File: config.mk
export PLATFORM = sky130hd
export DESIGN_NAME = pipelined_barrel_shifter
export DESIGN_NICKNAME = d
export VERILOG_FILES = /design/src/rtl/pipelined_barrel_shifter.sv
export SDC_FILE = /design/constraint.sdc
export NUM_CORES = 1
export LEC_CHECK = 0
export ABC_CLOCK_PERIOD_IN_PS = 1900
export BUFFER_PORTS_ARGS = -buffer_cell sky130_fd_sc_hd__buf_2
export CAP_MARGIN = 20
export CORE_MARGIN = 2
export CORE_UTILIZATION = 40
export CTS_BUF_LIST = sky130_fd_sc_hd__clkbuf_4
export CTS_CLUSTER_DIAMETER = 40
export DETAILED_ROUTE_END_ITERATION = 7
export HOLD_SLACK_MARGIN = 0.12
export PLACE_DENSITY = 0.66
export SYNTH_ARGS = -nofsm -noshare
export SYNTH_HDL_FRONTEND = slang
export SYNTH_SLANG_ARGS = --single-unit
File: constraint.sdc
create_clock -name clk -period 1.9 [get_ports clk]
set_clock_uncertainty 0.2 [all_clocks]
set_input_delay 0.285 -clock clk [delete_from_list [all_inputs] [get_ports clk]]
set_output_delay 0.285 -clock clk [all_outputs]
set_load 0.1 [all_outputs]
File: src/rtl/pipelined_barrel_shifter.sv
// Pipelined barrel shifter: SLL/SRL/SRA/ROR with one register stage per power-of-two
// shift layer, valid/ready handshakes at both ends and an opaque tag per operation.
module pipelined_barrel_shifter #(
    parameter int WIDTH = 32,
    parameter int TAG_W = 4,
    parameter int AW    = $clog2(WIDTH)
) (
    input  logic             clk,
    input  logic             rst_n,
    input  logic             flush,
    input  logic             in_valid,
    output logic             in_ready,
    input  logic [WIDTH-1:0] in_data,
    input  logic [AW-1:0]    in_amount,
    input  logic [1:0]       in_op,
    input  logic [TAG_W-1:0] in_tag,
    output logic             out_valid,
    input  logic             out_ready,
    output logic [WIDTH-1:0] out_data,
    output logic [TAG_W-1:0] out_tag
);

    localparam logic [1:0] OP_SLL = 2'b00;
    localparam logic [1:0] OP_SRA = 2'b10;
    localparam logic [1:0] OP_ROR = 2'b11;

    function automatic logic [WIDTH-1:0] bit_reverse(input logic [WIDTH-1:0] d);
        logic [WIDTH-1:0] r;
        for (int i = 0; i < WIDTH; i++) r[i] = d[WIDTH-1-i];
        return r;
    endfunction

    // Right shift by 2^k; fill depends on op (SLL arrives bit-reversed, so zero fill).
    function automatic logic [WIDTH-1:0] shift_step(input logic [WIDTH-1:0] d,
                                                    input logic [1:0] op,
                                                    input logic sign,
                                                    input int k);
        logic [WIDTH-1:0] r;
        int s;
        s = 1 << k;
        for (int i = 0; i < WIDTH; i++) begin
            if (i + s < WIDTH)   r[i] = d[i+s];
            else if (op == OP_ROR) r[i] = d[i+s-WIDTH];
            else if (op == OP_SRA) r[i] = sign;
            else                 r[i] = 1'b0;
        end
        return r;
    endfunction

    logic [AW-1:0]    stage_valid;
    logic [WIDTH-1:0] stage_data   [AW];
    logic [AW-1:0]    stage_amount [AW];
    logic [1:0]       stage_op     [AW];
    logic [TAG_W-1:0] stage_tag    [AW];
    logic             stage_sign   [AW];

    logic [AW-1:0]    load;
    logic             accept;
    logic [AW-1:0]    src_valid;
    logic [WIDTH-1:0] src_data   [AW];
    logic [AW-1:0]    src_amount [AW];
    logic [1:0]       src_op     [AW];
    logic [TAG_W-1:0] src_tag    [AW];
    logic             src_sign   [AW];
    logic [WIDTH-1:0] next_data  [AW];

    // A stage loads when it is empty or its successor is loading, so bubbles collapse.
    always_comb begin
        logic chain;
        chain = !stage_valid[AW-1] || out_ready;
        load  = '0;
        load[AW-1] = chain;
        for (int k = AW - 2; k >= 0; k--) begin
            chain   = !stage_valid[k] || chain;
            load[k] = chain;
        end
    end

    assign in_ready = load[0] && !flush;
    assign accept   = in_valid && in_ready;

    always_comb begin
        src_valid     = '0;
        src_valid[0]  = accept;
        src_data[0]   = (in_op == OP_SLL) ? bit_reverse(in_data) : in_data;
        src_amount[0] = in_amount;
        src_op[0]     = in_op;
        src_tag[0]    = in_tag;
        src_sign[0]   = in_data[WIDTH-1];
        for (int k = 1; k < AW; k++) begin
            src_valid[k]  = stage_valid[k-1];
            src_data[k]   = stage_data[k-1];
            src_amount[k] = stage_amount[k-1];
            src_op[k]     = stage_op[k-1];
            src_tag[k]    = stage_tag[k-1];
            src_sign[k]   = stage_sign[k-1];
        end
        for (int k = 0; k < AW; k++) begin
            next_data[k] = src_amount[k][k] ? shift_step(src_data[k], src_op[k], src_sign[k], k)
                                            : src_data[k];
            // The last layer undoes the input reversal so SLL leaves in natural order.
            if (k == AW - 1 && src_op[k] == OP_SLL) next_data[k] = bit_reverse(next_data[k]);
        end
    end

    always_ff @(posedge clk or negedge rst_n) begin
        if (!rst_n) begin
            stage_valid <= '0;
            for (int k = 0; k < AW; k++) begin
                stage_data[k]   <= '0;
                stage_amount[k] <= '0;
                stage_op[k]     <= '0;
                stage_tag[k]    <= '0;
                stage_sign[k]   <= 1'b0;
            end
        end else begin
            for (int k = 0; k < AW; k++) begin
                if (flush)        stage_valid[k] <= 1'b0;
                else if (load[k]) stage_valid[k] <= src_valid[k];
                if (load[k]) begin
                    stage_data[k]   <= next_data[k];
                    stage_amount[k] <= src_amount[k];
                    stage_op[k]     <= src_op[k];
                    stage_tag[k]    <= src_tag[k];
                    stage_sign[k]   <= src_sign[k];
                end
            end
        end
    end

    assign out_valid = stage_valid[AW-1];
    assign out_data  = stage_data[AW-1];
    assign out_tag   = stage_tag[AW-1];

endmodule

# Word level (Yosys, flattened, before mapping)
# Cells that the tools add are included.
# W data, S select, Z words.
[word_totals] in_bits=48 output_inout_bits=38 word_cells=110 register_bits=217
[classes] muxes=53 reduce_logical=20 eq_ne=10
[op_table] op="$mux W32" count=7
[op_table] op="$mux W1" count=46
[op_table] op="$eq A2 B2 Y1 const B" count=10
[op_table] op="$reduce_bool A2 Y1" count=5
[op_table] op="$logic_not A1 Y1" count=6
[op_table] op="$logic_or A1 B1 Y1" count=5
[op_table] op="$logic_not A2 Y1" count=2
[op_table] op="$logic_and A1 B1 Y1" count=2

# Logic depth before layout (Yosys ltp)
[logic_depth] depth_word=10 mapped_depth=6 depth_no_buf=3

# Worst setup path after synthesis
# Ideal clock, no wire load.
[synth_path] path_kind="register to output" start="reg stage_valid[4]" end="out in_ready" required_time_ps=1415 arrival_ps=2952 slack_ps=-1537 path_buffers=1 stages_incl_launch_ff=5 cell_sequence="dfrtp_1 nand4b_1 nor2_2 clkbuf_1 a21oi_1"
[synth_via] elab_chain_len=7
[synth_rtl] element="start: declaration" line="50" source="logic [AW-1:0] stage_valid;"
[synth_rtl] element="start signal: indexed assignment" line="119" source="else if (load[k]) stage_valid[k] <= src_valid[k];"
[synth_rtl] element="$logic_not A1 Y1" line="70" source="chain = !stage_valid[AW-1] || out_ready;"
[synth_rtl] element="$logic_or A1 B1 Y1" line="70"
[synth_rtl] element="$logic_or A1 B1 Y1 (4 in series)" line="74" source="chain = !stage_valid[k] || chain;"
[synth_rtl] element="$logic_and A1 B1 Y1" line="79" source="assign in_ready = load[0] && !flush;"
[synth_rtl] element="end: declaration" line="12" source="output logic in_ready,"
# No other way between the ends.

# Worst setup path in the final report
# Ends and elaborated chain as after synthesis.

==> impl_metrics.env <==
export IMPL_status="complete, but fails checks"
export IMPL_violations="setup timing"
export IMPL_highest_layer="met4"
export IMPL_relSlewSlack_pct=63.6
export IMPL_critical_path_buf_inv_count=2
export IMPL_finalNetCount=1132
export IMPL_drv_slew=0
export IMPL_clockBufferDepth=3
export IMPL_cp_end_kind="output port"
export IMPL_rows=59
export IMPL_initial_utilization_pct=40.4
export IMPL_critical_path_class="flop to output port"
export IMPL_syn_area_per_cell_um2=11.7
export IMPL_worst_pin_slew_ps=546
export IMPL_drt_first_pass_iters=4
export IMPL_yosysMostFrequentCell="dfrtp_1"
export IMPL_startpoint="stage_valid[4]"
export IMPL_p_leak_nw=6.31
export IMPL_clkTransAtPathRegs_ps=70
export IMPL_grt_max_degree=101
export IMPL_r2r_start="stage_valid[4]"
export IMPL_postSynthCellCount=897
export IMPL_grt_pass1_vias=7645
export IMPL_synth_largest_area_cell="dfrtp_1"
export IMPL_synth_area_leaders="dfrtp_1 (49%), mux2i_1 (12%), mux2_2 (6.7%)"
export IMPL_cp_depth=5
export IMPL_critical_path_max_stage_delay_ps=480
export IMPL_wl_met2_mm=12.0
export IMPL_hpwlAfterDp_mm=16.3
export IMPL_p_sw_share_pct=33.1
export IMPL_synth_net_count=945
export IMPL_synth_commonest_cells="dfrtp_1 (207), mux2i_1 (128), o21ai_0 (76), nand2_1 (70), mux2_2 (62)"
export IMPL_grt_pass1_wl_mm=40.0
export IMPL_fill_cells=2212
export IMPL_antenna_found_initial=1
export IMPL_period_needed_ps=2400
export IMPL_max_freq_ghz=0.417
export IMPL_wl_mm=25.0
export IMPL_syn_area_um2=10500
export IMPL_core_area_um2=25900
export IMPL_synth_seq_cells=207
export IMPL_wl_per_cell_um=17.1
export IMPL_route_met3_wl_um=959
export IMPL_gp_congestion=0.784
export IMPL_die_area_um2=27500
export IMPL_clock_root_buffer="clkbuf_4"
export IMPL_ctsHtreeMaxLevel=2
export IMPL_r2r_end="src_amount[18]"
export IMPL_crit_path_frequent_cell="buf_12"
export IMPL_wl_met1_mm=11.6
export IMPL_die_x_um=166
export IMPL_synth_edf_count=0
export IMPL_grt_setup_unrepaired="yes"
export IMPL_cp_slowest_cell="dfrtp_4"
export IMPL_whs_ps=172
export IMPL_critPathCapture="in_ready"
export IMPL_intPower_mw=8.04
export IMPL_startpoint_type="flop"
export IMPL_setup_viol=74
export IMPL_track_usage_pct=17.6
export IMPL_async_flop_share_pct=100
export IMPL_port_buffer_count=85
export IMPL_worstSkewPairLatency_ps=690
export IMPL_vias_per_cell=5.25
export IMPL_drcViolationCount=0
export IMPL_power_switching_mw=3.99
export IMPL_critPathMaxFanout=2
export IMPL_maxCapViolations=0
export IMPL_numCtsBuffers=55
export IMPL_yosysTopAreaCellShare_pct=49.4
export IMPL_pre_cts_ws_ps=-12.0
export IMPL_ios=86
export IMPL_ys_types=42
export IMPL_ir_drop_uv=665
export IMPL_cts_tree="done"
export IMPL_grt_overflow_total=0
export IMPL_hp_class="input pin to flop"
export IMPL_pwr_share_comb_pct=23.1
export IMPL_power_density_nw_per_um2=889
export IMPL_vias=7643
export IMPL_ant_nets=0
export IMPL_yosysSeqAreaShare_pct=49.4
export IMPL_cp_required_ps=1410
export IMPL_cp_top_family="flip-flops"
export IMPL_reg2reg_depth=6
export IMPL_ys_warn_count=0
export IMPL_worst_slack_ps=-497
export IMPL_clockPowerShare_pct=32.0
export IMPL_area_growth_pct=29.1
export IMPL_finalHoldViolCount=0
export IMPL_drt_first_iter_violations=360
export IMPL_min_period_over_period_pct=126
export IMPL_cts_sinks=207
export IMPL_rrSetupSlack_ps=-170
export IMPL_seqPwrFrac_pct=45.0
export IMPL_ys_flop_type="dfrtp_1"
export IMPL_arrival_ps=1910
export IMPL_drive_gt1_share_pct=34.3
export IMPL_power_mw=12.0
export IMPL_cp_cell_sequence="nand4b_1 > nor2_4 > buf_12 > a21oi_4 > buf_12"
export IMPL_final_core_util_pct=52.2
export IMPL_fp_dieH_um=166
-- cell families after synthesis --
| family | count (synthesis) | synth area share [%] |
|---|---|---|
| AOI/OAI and AO/OA | 166 | 9.51 |
| buffers and inverters | 94 | 4.31 |
| DFF | 207 | 49.4 |
| muxes | 235 | 27.4 |
| and+or+nand+nor | 195 | 9.34 |
-- placed cells by master (no fill, tap or decap), types with 4 or more instances in the layout --
cell           count
o221ai_2           6
mux2i_1          128
o21a_1             9
o221ai_1           6
clkbuf_4          79
nor3b_1           16
buf_6              6
mux2_2            20
dfrtp_1          206
clkinv_1          10
nand2b_1          16
a31o_2            16
mux2_4            57
nand2_1           70
buf_4             70
nand3_1           30
a21boi_0           4
a21oi_1           25
buf_2             46
and3_1            17
nor2_1            26
inv_1             18
buf_12            19
a31oi_1           15
clkbuf_16          7
o21ai_0           76
mux4_2            28
dlygate4sd3_1     52
-- metal layers --
| layer | up-vias | track usage (%) |
|---|---|---|
| li1 | 3681 | - |
| met1 | 3750 | 24.3 |
| met2 | 179 | 28.3 |
| met3 | 33 | 3.36 |
| met4 | 0 | 5.26 |
| met5 | - | 0 |
-- power groups by stage --
| stage | logic, mW | clock network, mW | registers, mW |
|---|---|---|---|
| floorplan | 1.05 | 0 | 6.22 |
| global route | 2.95 | 4.22 | 5.48 |
| finish | 2.77 | 3.84 | 5.41 |
| global placement | 2.50 | 0 | 5.45 |
| detailed placement | 2.54 | 0 | 5.48 |
| CTS | 2.70 | 3.96 | 5.40 |
-- registers in the layout, summed over array words and instances, names as in the netlist --
signal and count:
src_op 8, src_amount 10, src_data 128, stage_valid 5
out_data 32, src_sign 4, src_tag 16, out_tag 4
-- repair_timing --
item | CTS | global route
resized for setup | 43 | 49
pin swaps | 3 | 3
buffers inserted | 4 | 11
hold endpoints to repair | 269 | 0
cloned | 2 | 7
hold buffers | 53 | 0
setup endpoints to repair | 38 | 59
-- through the flow --
step | TNS [ps] | std cells | instance area, um2
finish | -5170 | 1457 | 13500
global route | -8990 | 1457 | 13500
CTS | -1390 | 1439 | 13100
detailed placement | -12.0 | 1286 | 11600
global placement | 0 | 1286 | 11600
floorplan | -3880 | 897 | 10600
-- worst min-delay path by stage --
stage | start | slack (ps) | depth (start not counted) | to
floorplan | rst_n | -210 | 0 | out_data[0]
global placement | rst_n | 80 | 1 | out_data[3]
detailed placement | rst_n | 80 | 1 | out_data[12]
CTS | in_tag[1] | 120 | 3 | src_tag[13]
global route | in_tag[1] | 140 | 3 | src_tag[13]
finish | in_tag[1] | 170 | 3 | src_tag[13]
-- layout make-up --
type                       count  area [um2]  share of cell area [%]
antenna                        1        2.50                  0.0185
clock buffer                  79         593                    4.38
clock inverter                15        95.1                   0.703
inverter                      18        67.6                   0.499
multi-input combinational    596        5130                    37.9
sequential                   207        5180                    38.3
tap                          335         419                    3.10
timing repair buffer         206        2040                    15.0
-- worst register-to-register path, delay by kind of cell (launching register included) --
kind | cells | cell delay (ps)
multiplexers | 1 | 340
AND/OR/NAND/NOR | 2 | 450
buffers and inverters | 3 | 460
flip-flops | 1 | 480
No activity file was read; power rests on OpenSTA's default activity.
